`config.mk`:
```
export PLATFORM = sky130hd
export DESIGN_NAME = pipe_reg_elastic
export DESIGN_NICKNAME = d
export VERILOG_FILES = /design/src/rtl/pipe_reg_elastic.sv
export SDC_FILE = /design/constraint.sdc
export NUM_CORES = 1
export LEC_CHECK = 0
export CORE_MARGIN = 3
export CORE_UTILIZATION = 45
export CTS_CLUSTER_DIAMETER = 50
export DETAILED_ROUTE_END_ITERATION = 7
export DONT_BUFFER_PORTS = 1
export PLACE_DENSITY_LB_ADDON = 0.15
export SLEW_MARGIN = 10
export SYNTH_ARGS = -nofsm -noshare
export SYNTH_HDL_FRONTEND = slang
export SYNTH_SLANG_ARGS = --single-unit
```
`constraint.sdc`:
```
create_clock -name clk -period 6.3 [get_ports clk]
set_input_delay 0.315 -clock clk [delete_from_list [all_inputs] [get_ports clk]]
set_output_delay 0.315 -clock clk [all_outputs]
set_load 0.05 [all_outputs]
```
`src/rtl/pipe_reg_elastic.sv`:
```
// pipe_reg_elastic
//   Elastic valid/ready pipeline register built from STAGES cascaded stages,
//   each with a main register M and a skid register S (2 entries per stage).
//   Full throughput with no combinational ready path: each stage's ready is
//   derived only from its own registered state.
//
//   Per-stage state:
//     state | meaning
//     EMPTY | no entries held
//     ONE   | M holds a beat
//     TWO   | M and S hold beats (M is older); stage not ready
//
// Ports
//   clk       rising-edge clock
//   rst       synchronous active-high reset (priority over flush)
//   flush     synchronous discard of all held beats
//   in_valid  upstream beat present
//   in_ready  stage 0 can accept a beat (forced low while rst=1)
//   in_data   upstream payload
//   out_valid last stage holds a beat
//   out_ready downstream accepts a beat
//   out_data  last-stage payload (M of last stage)
//   count     beats currently held across all stages
module pipe_reg_elastic #(
  parameter int               WIDTH   = 32,
  parameter int               STAGES  = 1,
  parameter logic [WIDTH-1:0] RST_VAL = '0,
  localparam int              CW      = $clog2(2*STAGES+1)
) (
  input  logic             clk,
  input  logic             rst,
  input  logic             flush,
  input  logic             in_valid,
  output logic             in_ready,
  input  logic [WIDTH-1:0] in_data,
  output logic             out_valid,
  input  logic             out_ready,
  output logic [WIDTH-1:0] out_data,
  output logic [CW-1:0]    count
);

  if (STAGES < 1 || STAGES > 8) begin : g_bad_stages
    $error("pipe_reg_elastic: STAGES must be in 1..8");
  end

  typedef enum logic [1:0] {
    EMPTY = 2'd0,
    ONE   = 2'd1,
    TWO   = 2'd2
  } stage_state_e;

  localparam logic [CW-1:0] CNT_ONE = CW'(1);

  stage_state_e     st_q    [STAGES];
  stage_state_e     st_d    [STAGES];
  logic [WIDTH-1:0] m_q     [STAGES];
  logic [WIDTH-1:0] s_q     [STAGES];
  logic [WIDTH-1:0] up_data [STAGES];

  logic [STAGES-1:0] m_vld, s_vld, up_vld, dn_rdy;
  logic [STAGES-1:0] acc, emit, ld_m_in, ld_m_s, ld_s;
  logic [CW-1:0]     cnt_q;
  logic              in_xfer, out_xfer;

  always_comb begin
    m_vld = '0;
    s_vld = '0;
    for (int k = 0; k < STAGES; k++) begin
      m_vld[k] = (st_q[k] != EMPTY);
      s_vld[k] = (st_q[k] == TWO);
    end
  end

  // Stage chaining: stage k's upstream is stage k-1's M; stage k's
  // downstream ready is the registered ~S_valid of stage k+1.
  always_comb begin
    up_vld     = '0;
    dn_rdy     = '0;
    up_vld[0]  = in_valid;
    up_data[0] = in_data;
    dn_rdy[STAGES-1] = out_ready;
    for (int k = 1; k < STAGES; k++) begin
      up_vld[k]    = m_vld[k-1];
      up_data[k]   = m_q[k-1];
      dn_rdy[k-1]  = ~s_vld[k];
    end
  end

  always_comb begin
    acc     = '0;
    emit    = '0;
    ld_m_in = '0;
    ld_m_s  = '0;
    ld_s    = '0;
    for (int k = 0; k < STAGES; k++) begin
      st_d[k] = st_q[k];
      acc[k]  = up_vld[k] & ~s_vld[k];
      emit[k] = m_vld[k] & dn_rdy[k];
      case (st_q[k])
        EMPTY: begin
          if (acc[k]) begin
            st_d[k]    = ONE;
            ld_m_in[k] = 1'b1;
          end
        end
        ONE: begin
          if (acc[k] && emit[k]) begin
            ld_m_in[k] = 1'b1;
          end else if (acc[k]) begin
            st_d[k] = TWO;
            ld_s[k] = 1'b1;
          end else if (emit[k]) begin
            st_d[k] = EMPTY;
          end
        end
        TWO: begin
          if (emit[k]) begin
            st_d[k]   = ONE;
            ld_m_s[k] = 1'b1;
          end
        end
        default: st_d[k] = EMPTY;
      endcase
    end
  end

  always_ff @(posedge clk) begin
    for (int k = 0; k < STAGES; k++) begin
      if (rst || flush) st_q[k] <= EMPTY;
      else              st_q[k] <= st_d[k];
    end
  end

  // Data registers only load on an accepted beat, so X on an idle in_data
  // never reaches them. Flush leaves the data untouched.
  always_ff @(posedge clk) begin
    for (int k = 0; k < STAGES; k++) begin
      if (rst) begin
        m_q[k] <= RST_VAL;
        s_q[k] <= RST_VAL;
      end else if (!flush) begin
        if (ld_m_in[k])     m_q[k] <= up_data[k];
        else if (ld_m_s[k]) m_q[k] <= s_q[k];
        if (ld_s[k])        s_q[k] <= up_data[k];
      end
    end
  end

  assign in_ready  = ~s_vld[0] & ~rst;
  assign out_valid = m_vld[STAGES-1];
  assign out_data  = m_q[STAGES-1];
  assign in_xfer   = in_valid & in_ready;
  assign out_xfer  = out_valid & out_ready;

  always_ff @(posedge clk) begin
    if (rst || flush)              cnt_q <= '0;
    else if (in_xfer && !out_xfer) cnt_q <= cnt_q + CNT_ONE;
    else if (out_xfer && !in_xfer) cnt_q <= cnt_q - CNT_ONE;
  end

  assign count = cnt_q;

endmodule
```
# Yosys cells after proc, flatten, opt, wreduce, memory -nomap -nowiden
# Memories as Yosys holds them, arrays and structs flattened.
# Cells that the tools add are included.
# totals
regBits,2
ram_bits,66
output_inout_bits,36
memories,3
# mem_list
memory,words,word_bits,read_ports,rd_clocked_by_memory_dff,wr,line_no,rtl
m_q,1,32,1,0,1,56,logic [WIDTH-1:0] m_q [STAGES];
s_q,1,32,1,0,1,57,logic [WIDTH-1:0] s_q [STAGES];
st_q,1,2,1,0,1,54,stage_state_e st_q [STAGES];
# classes
eq_ne,2
muxes,41
add_sub_neg,2
reduce_logical,13
bitwise_logic,6
# op_table
cell,n
$mux 32,3
$reduce_or 32->1,3
$mux 1,28
$mux 2,8
$pmux 2 s3,1
$and 1x1->1,4
$reduce_bool 2->1,2
$logic_and 1x1->1,3
$add 2x1->2 const B,1
$eq 2x1->1 const B,1
$eq 2x2->1 const B,1
$logic_not 1->1,2
$logic_not 2->1,1
$not 1->1,2
$pmux 1 s2,1
$reduce_or 2->1,1
$sub 2x1->2 const B,1
$logic_or 1x1->1,1

# Depth between registers and ports, before layout
# Gate-level depths: netlist of the first run.
# depth
word_depth,13
depth_mapped,7
ltp_nobuf,7

# Worst setup path before layout of the first run
# No wires, ideal clock.
# synth_timing
path_kind,input port to flip-flop
start,in out_ready
end,"mem s_q[0][0], enable pin"
path_stages,3
setup_time_ps,428
t_required_ps,5872
arrival_time_ps,2206
slack_ps,3666
n_path_buf,0
path_cell_list,nand2b_2 > nand2b_1 > o21bai_1
# synth_between
elab_chain_len,10
# synth_lines
item,line_no,rtl
start: declaration,37,"input logic out_ready,"
$and 1x1->1 (*),98,emit[k] = m_vld[k] & dn_rdy[k];
$logic_and 1x1->1 (*),107,if (acc[k] && emit[k]) begin
$mux 1 (*),107,
$mux 1 (*),99,case (st_q[k])
$mux 1 (*),144,if (ld_s[k]) s_q[k] <= up_data[k];
$mux 1 (*),141,end else if (!flush) begin
$mux 1 (*),138,if (rst) begin
$mux 1 (not written as such) (*),144,
$reduce_or 32->1 (no line),n/a,
$mux 1 (no line) (*),n/a,
end: declaration,57,
# Mark *: on every way between the ends. The rest lies on a longest branch, timed or not.

# Worst setup path after layout of the first run
# layout_timing
start,mem st_q[0][0] (netlist name)
end,"reg cnt_q[1], in the netlist count[1]"
# layout_between
elab_chain_len,8
elab_cells_between_ends,13
# layout_lines
item,line_no,rtl
start: declaration,54,
$mem_v2 1x2 (*),n/a,
$eq 2x2->1 (*),n/a,
$not 1->1 (*),149,assign in_ready = ~s_vld[0] & ~rst;
$and 1x1->1 (*),149,
named net in_ready,34,"output logic in_ready,"
$and 1x1->1 (*),152,assign in_xfer = in_valid & in_ready;
$logic_not 1->1,158,else if (out_xfer && !in_xfer) cnt_q <= cnt_q - CNT_ONE;
$logic_and 1x1->1,158,
$reduce_bool 2->1 (no line),n/a,
end signal: assignment,157,else if (in_xfer && !out_xfer) cnt_q <= cnt_q + CNT_ONE;
end signal: assignment,158,
end: declaration,62,logic [CW-1:0] cnt_q;
# Mark *: on every way through the listed nets, which the timed path passes. The rest lies on a longest branch.
# A chain may end at the register's enable or synchronous reset.

==> metrics.txt, run 1 <==
outcome=finished, final reports clean; Ports=73; Die H=84.96 um; critical path type=reg -> reg; Hold Fails Final Rpt=0; average wire per standard cell=20.19 um; clock buffer depth=2; Clk Latency, worst-skew pair=330 ps; final setup margin=3984 ps; H-Tree Depth=3; initial antenna violation count=0; Hold-fix buffers, CTS=0; fin crit share=36.77%; CP Max Fanout=6; clk slew on worst S/H paths=70 ps; Max-cap violations=0; Syn Inst Count=172; Synth Warn #=0; DRT Pass-1 Iters=4; CTS tree=built; P_sw=230.7 uW; FMAX=0.4317 GHz; Req. time, crit path=6560 ps; final setup fails=0; Yosys top cell area share=68.51%; final WL=5109 um; DIE AREA=7217 um^2; port bufs=0; RSZ-0062 raised after global routing=no; Internal Pwr Total=669.4 uW; TritonCTS Sinks=68; post-route ant nets=0; Crit path arrival time=2580 ps; Setup Buffers After CTS=0; critical path's slowest cell=nor2_1; vias in the first global route=1,532; Main synth FF type=edfxtp_1; Area Growth Syn to Fin=5.754%; Worst path max stage delay=720 ps; core area=5991 um^2; nets@finish=212; initial core utilization=46.83%; HPWL after DPL=3307 um; via count=1,443; Final Skew=10.06 ps; dpl ws=4017 ps; n_diodes=0; DR iter-0 viols=129; Vias per Instance=5.704; Fin Hold WS=70.27 ps; Slew @ Worst Pin=990.1 ps; post-synthesis net count=210; Seq pwr share=64.6%; pin count of the biggest net entering global routing=33; final RePlAce weighted congestion=0.8122; Netlist Area Pre-Place=2805 um^2; Avg Inst Size Synth=16.31 um^2; Cell variety after synth=24; Final Max Slew Viols=0; Max VDD drop=0.1317 mV; setup tns final=0 ps; Site Rows=28; Die W=84.96 um; Logic pwr share=3.5%; TritonCTS buffer count=9; PD cells=303.4 nW/um^2; Sw Share=25.63%; worst hold path type=in -> reg; CTS root buffer=clkbuf_8; ys async rst share=0%; Startpoint Class=flop; Worst path top cell family by delay=simple AND/OR/NAND/NOR gates; cell taking the most area after synthesis=edfxtp_1; share of cells above drive strength 1=11.24%; Slew HR=33.92%; drc violations=0; number of synthesized flops with an enable pin=64; gr ovfl total=0; Post-CTS Resized=0; CP Capture Type=flop; gr usage total=15.19%; crit-path cells=nor2b_2 -> nor2_1 -> and2_1 -> ha_1 -> or3_1 -> a21oi_1; post-synthesis sequential area ratio=71.36%; top cells by area, synth=edfxtp_1 (69%), a22o_1 (10%), and2_1 (7.4%); Leakage=1.081 nW; first-pass GRT wire length=8121 um; WP buf/inv=0; #FFs+latches synth=68; post-route minimum period=2316 ps; clock power share=31.9%
[area by class of cell]
class | count | area (um^2)
multi-input combinational | 93 | 705.7
timing repair buffer | 2 | 15.01
clock buffer | 12 | 135.1
tap | 75 | 93.84
fill | 529 | 3024
sequential | 68 | 2002
clock inverter | 3 | 15.01
[through the flow]
stage               instances  utilization [%]  total power [mW]  cell area (um^2)
floorplan                 172                -            0.6147              2805
global placement          238            47.01            0.6211              2816
detailed placement        238            47.01            0.6239              2816
CTS                       253            49.52            0.9101              2967
global route              253            49.52            0.9384              2967
finish                    253            49.52            0.9001              2967
[cells by family after synthesis]
family          share of synthesized area (%)
fa+ha+maj                              0.4460
xor+xnor                               0.6246
flops                                   71.36
compound gates                          11.91
buf+inv                                 4.282
simple gates                            11.37
[cell usage in the layout (no fill, tap or decap), types with 3 or more instances in the layout]
cell      netlist  layout
dfxtp_1         4       4
a22o_1         32      32
edfxtp_1       64      64
clkbuf_8        0       9
and2_1         33      33
clkbuf_1        0       3
nor2_1          3       3
nand2_1         3       3
a21oi_1         3       3
[per-layer routing]
metal	wire [um]	GRT usage, %	vias up
met4	74	8.201	0
met5	0	0	-
met3	421	6.117	7
met2	2576	24.29	62
met1	2037	17.43	712
li1	-	-	662
[power groups by stage]
stage | combinational (mW) | sequential (mW) | clock (mW)
floorplan | 0.0261 | 0.589 | 0
global placement | 0.0302 | 0.591 | 0
detailed placement | 0.0321 | 0.592 | 0
CTS | 0.0320 | 0.582 | 0.296
global route | 0.0345 | 0.584 | 0.320
finish | 0.0315 | 0.582 | 0.287
[registers in the layout, indices dropped and copies added (netlist names)]
register / count
count: 2
m_q: 32
s_q: 32
st_q: 2
[cells in the mapped netlist, types with 2 or more instances]
cell / instances
nor2b_2: 2
nor2_1: 3
buf_6: 10
nand2_1: 3
o21bai_1: 2
a21oi_1: 3
edfxtp_1: 64
and2_1: 33
a22o_1: 32
xor2_1: 2
dfxtp_1: 4
and3_1: 2
[path summary, 6_finish.rpt]
check,start,to,slack [ps],depth (start not counted)
hold / removal,out_ready,st_q[0][1],70,1
setup / recovery,st_q[0][0],count[1],3980,6
hold reg to reg,s_q[0][26],m_q[0][26],540,1
setup reg to reg,st_q[0][0],count[1],3980,6
[worst reg2reg max path, cell delays in order, from the launching register on]
cell and delay [ps]:
dfxtp_1 450, nor2b_2 90, nor2_1 720, and2_1 230
ha_1 260, or3_1 350, a21oi_1 140
Note: power is estimated with default switching activity, not from simulation.
==> run 2: changes to the inputs <==
--- a/config.mk
+++ b/config.mk
@@ -5,6 +5,7 @@
 export SDC_FILE = /design/constraint.sdc
 export NUM_CORES = 1
 export LEC_CHECK = 0
+export ABC_AREA = 1
 export CORE_MARGIN = 3
 export CORE_UTILIZATION = 45
 export CTS_CLUSTER_DIAMETER = 50
==> constraint.sdc (replaced) <==
create_clock -name clk -period 2.1 [get_ports clk]
set_input_delay 0.105 -clock clk [delete_from_list [all_inputs] [get_ports clk]]
set_output_delay 0.105 -clock clk [all_outputs]
set_load 0.05 [all_outputs]
==> metrics.txt, run 2 <==
first-pass GRT wire length=9942 um; Fin Hold WS=15.41 ps; Slew HR=24.52%; final RePlAce weighted congestion=0.7093; TritonCTS Sinks=68; #FFs+latches synth=68; Core Util, Final=57.61%; Avg Inst Size Synth=10.51 um^2; core area=6422 um^2; CTS root buffer=clkbuf_8; Die W=87.88 um; PD cells=799.1 nW/um^2; final setup fails=0; critical path type=reg -> reg; Max-cap violations=0; total power=2.957 mW; highest-count cells in the layout ignoring fill and taps=inv_1 (73), edfxtp_1 (64), nor2_1 (38); Final Skew=5.960 ps; Top Metal Used=met4; DR iter-0 viols=102; via count=2,081; DP Area=3138 um^2; commonest cells in the netlist=inv_1 (73), edfxtp_1 (64), nor2_1 (40); DRT met1 WL=2693 um; n_diodes=0; CP Max Fanout=4; met3 routed wirelength=356 um; Netlist Area Pre-Place=3017 um^2; most frequent cell after synthesis=inv_1; filler-free cell count of the finished design=410; H-Tree Depth=3; post-synthesis sequential area ratio=66.36%; Cell variety after synth=22; post-route minimum period=1965 ps; Area Growth Syn to Fin=22.65%; fin area=3700 um^2; initial antenna violation count=0; ys async rst share=0%; Hold Fails Final Rpt=0; Syn Inst Count=287; DRT Pass-1 Iters=4; fin crit share=93.57%; post-synthesis net count=325; commonest non-fill, non-tap cell in the layout=inv_1; port bufs=0; filler instances=544; HPWL after DPL=3700 um; flop2flop setup slack=140 ps; pin count of the biggest net entering global routing=34; Clk Latency, worst-skew pair=330 ps; Leakage=1.548 nW; Yosys top cell area share=63.71%; final setup margin=135.0 ps; post-route ant nets=0; TritonCTS buffer count=9; worst hold path type=in -> reg; clock buffer depth=2; outcome=finished, final reports clean; CP Capture Type=flop; drc violations=0; Req. time, crit path=2370 ps; Cells after DPL=357; initial core utilization=46.97%; setup tns final=0 ps; Regs by FF count=m_q (32), s_q (32); Final Max Slew Viols=0; top cells by area, synth=edfxtp_1 (64%), inv_1 (9.1%), nand4_1 (6.6%); Startpoint Class=flop; Crit path arrival time=2240 ps; Max VDD drop=0.3976 mV; clk slew on worst S/H paths=70 ps; DIE AREA=7722 um^2; Synth Warn #=0; Setup Buffers After CTS=0; Vias per Instance=5.076; Slew @ Worst Pin=1132 ps; Main synth FF type=edfxtp_1; gr ovfl total=0; Die H=87.88 um; vias in the first global route=2,048; met2 routed WL=3038 um; average wire per standard cell=15.24 um; FMAX=0.5089 GHz; Ports=73; final WL=6249 um; nets@finish=366; cell taking the most area after synthesis=edfxtp_1; gr usage total=17.34%; number of synthesized flops with an enable pin=64; share of cells above drive strength 1=9.009%; CTS tree=built; Site Rows=29; dpl ws=309.6 ps
run 2: final timing paths:
kind / depth (start not counted) / from / endpoint
worst max-delay path: 9 / st_q[0][1] / count[1]
worst min-delay path: 2 / in_data[8] / m_q[0][8]
worst max register to register: 9 / st_q[0][1] / count[1]
worst min register to register: 2 / s_q[0][29] / m_q[0][29]
run 2: power by group:
part           internal, mW  total, mW  switching (mW)  leakage (nW)
combinational        0.0905      0.212           0.121         0.757
clock                 0.537       1.01           0.470        0.0911
sequential             1.56       1.74           0.177         0.699
run 2: area by class of cell:
class                      instances  area [um^2]  area share, %
clock buffer                      10        127.6          3.449
clock inverter                     6        55.05          1.488
inverter                          74        277.8          7.508
multi-input combinational        129        676.9          18.30
sequential                        68         2003          54.14
tap                               77        96.34          2.604
timing repair buffer              46        462.9          12.51
run 2: repair_timing:
action                     4_1_cts  5_1_grt
resized for setup                0        3
setup endpoints to repair        0        1
hold endpoints to repair        37        0
hold buffers                    37        0
run 2: worst max-delay path, cell delays in order (launching register included):
cell,delay (ps)
dfxtp_1,360
inv_1,90
nor2_2,160
nor3b_2,70
ha_1,300
nand3b_1,180
nand2_1,80
nand2_1,40
dlygate4sd3_1,550
nor2_1,80
run 2: cells by family after synthesis:
| group | synth area share [%] |
|---|---|
| fa+ha+maj | 0.4147 |
| buf+inv | 12.15 |
| compound gates | 6.470 |
| flops | 66.36 |
| simple gates | 14.60 |
run 2: layer usage:
metal,up-vias,track usage [%]
li1,1034,-
met1,975,19.76
met2,58,28.49
met3,14,5.362
met4,0,10.60
met5,-,0
==> run 3: changes to the inputs <==
--- a/config.mk
+++ b/config.mk
@@ -5,10 +5,9 @@
 export SDC_FILE = /design/constraint.sdc
 export NUM_CORES = 1
 export LEC_CHECK = 0
-export ABC_AREA = 1
+export ABC_AREA = 0
 export CORE_MARGIN = 3
 export CORE_UTILIZATION = 45
-export CTS_CLUSTER_DIAMETER = 50
 export DETAILED_ROUTE_END_ITERATION = 7
 export DONT_BUFFER_PORTS = 1
 export PLACE_DENSITY_LB_ADDON = 0.15
==> metrics.txt, run 3 (synthesized netlist as in run 1, its figures left out) <==
final setup fails=0; gr ovfl total=0; Max VDD drop=0.4864 mV; CTS tree=built; Regs by FF count=m_q (32), s_q (32); Slew HR=64.52%; DR iter-0 viols=83; commonest non-fill, non-tap cell in the layout=edfxtp_1; worst r2r dst=count[1]; clock power share=30.6%; Crit path arrival time=2050 ps; first-pass GRT wire length=8811 um; core area=5991 um^2; post-route ant nets=0; via count=1,598; Startpoint Class=flop; Core Util, Final=56.93%; flop2flop setup slack=310 ps; WHS Endpoint=st_q[0][0]; Reg2Reg Depth=5; hold-critical path depth=3; port bufs=0; Clk Latency, worst-skew pair=320 ps; share of cells above drive strength 1=13.84%; H-Tree Depth=3; dpl ws=348.1 ps; Vias per Instance=5.344; post-route minimum period=1787 ps; Sw Share=25.55%; final WL=5172 um; Leakage=1.287 nW; total power=2.753 mW; Internal Pwr Total=2.050 mW; highest-count cells in the layout ignoring fill and taps=edfxtp_1 (64), dlygate4sd3_1 (37), and2_1 (33); clock buffer depth=2; setup tns final=0 ps; Site Rows=28; critical path type=reg -> reg; Post-CTS Resized=0; Seq pwr share=63.2%; HPWL after DPL=3503 um; Hold-fix buffers, CTS=37; drc violations=0; CP Capture Type=flop; hold_sp=out_ready; Die W=84.96 um; Area Growth Syn to Fin=21.59%; final setup margin=312.9 ps; PD cells=807.3 nW/um^2; initial antenna violation count=0; Hold Fails Final Rpt=0; TritonCTS buffer count=9; DRT Pass-1 Iters=4; n_diodes=0; CP Max Fanout=6; pin count of the biggest net entering global routing=20; average wire per standard cell=17.30 um; Max-cap violations=0; vias in the first global route=1,736; Logic pwr share=6.2%; Slew @ Worst Pin=531.5 ps; Die H=84.96 um; Final Skew=5.697 ps; Setup Buffers After CTS=0; outcome=finished, final reports clean; DIE AREA=7217 um^2; TritonCTS Sinks=68; initial core utilization=46.83%; RSZ-0062 raised after global routing=no; clk slew on worst S/H paths=70 ps; filler instances=506; P_sw=703.6 uW; Req. time, crit path=2360 ps; worst hold path type=in -> reg; CTS root buffer=clkbuf_8; fin crit share=85.10%; FMAX=0.5596 GHz; nets@finish=259; origin of the critical flop-to-flop path=st_q[0][0]; Ports=73; final RePlAce weighted congestion=0.8015; gr usage total=15.98%; Final Max Slew Viols=0
-- run 3: cell types whose count changed in the layout (fill, tap and decap cells not counted), sizes merged, moves of 3 or more --
cell,change
nand3,-4
buf,+3
nand2,-7
inv,-73
and2,+33
o21ai,-32
a22o,+32
nor2,-38
nand4,-32
-- run 3: power by group through the flow --
stage / Sequential [mW] / Combinational (mW) / Clock, mW
2_1_floorplan: 1.76 / 0.0797 / 0
3_3_place_gp: 1.77 / 0.106 / 0
3_5_place_dp: 1.77 / 0.111 / 0
4_1_cts: 1.74 / 0.174 / 0.877
5_1_grt: 1.75 / 0.188 / 0.950
6_report: 1.74 / 0.171 / 0.843
-- run 3: area by class of cell --
cell class              instances  area [um^2]  area share (%)
flip-flops and latches         68         2002           58.69
multi-input cells              93        708.2           20.76
repair buffers                 49        460.4           13.50
clock buffers                  10        127.6           3.742
well taps                      75        93.84           2.751
clock inverters                 4        18.77          0.5503
-- run 3: through the flow --
stage	cells	instance area (um^2)	hold WS, ps
3_5_place_dp	248	2894	191.0
6_report	299	3411	91.69
3_3_place_gp	248	2894	187.7
4_1_cts	299	3411	67.46
5_1_grt	299	3411	88.07
2_1_floorplan	172	2815	184.3
-- run 3: critical path: stages, from the launching register on --
cell     delay, ps
dfxtp_1        440
or2_2          350
nand2_1        100
ha_1           340
or3_1          350
a21oi_1        140
-- run 3: metal layers --
metal	up-vias	share of wire, %	global-route usage [%]
met1	770	40	18.46
met3	6	6.5	6.699
li1	759	-	-
met4	0	1.1	6.043
met2	63	53	26.48
met5	-	0	0
-- run 3: worst max path at each step --
stage                     startpoint   endpoint  slack, ps  cells past startpoint
after floorplan           st_q[0][0]  s_q[0][0]        140                      3
after CTS                 st_q[0][0]   count[1]        330                      5
after global placement    st_q[0][0]   count[1]        420                      5
final                     st_q[0][0]   count[1]        310                      5
after global routing      st_q[0][0]   count[1]        210                      5
after detailed placement  st_q[0][0]   count[1]        350                      5
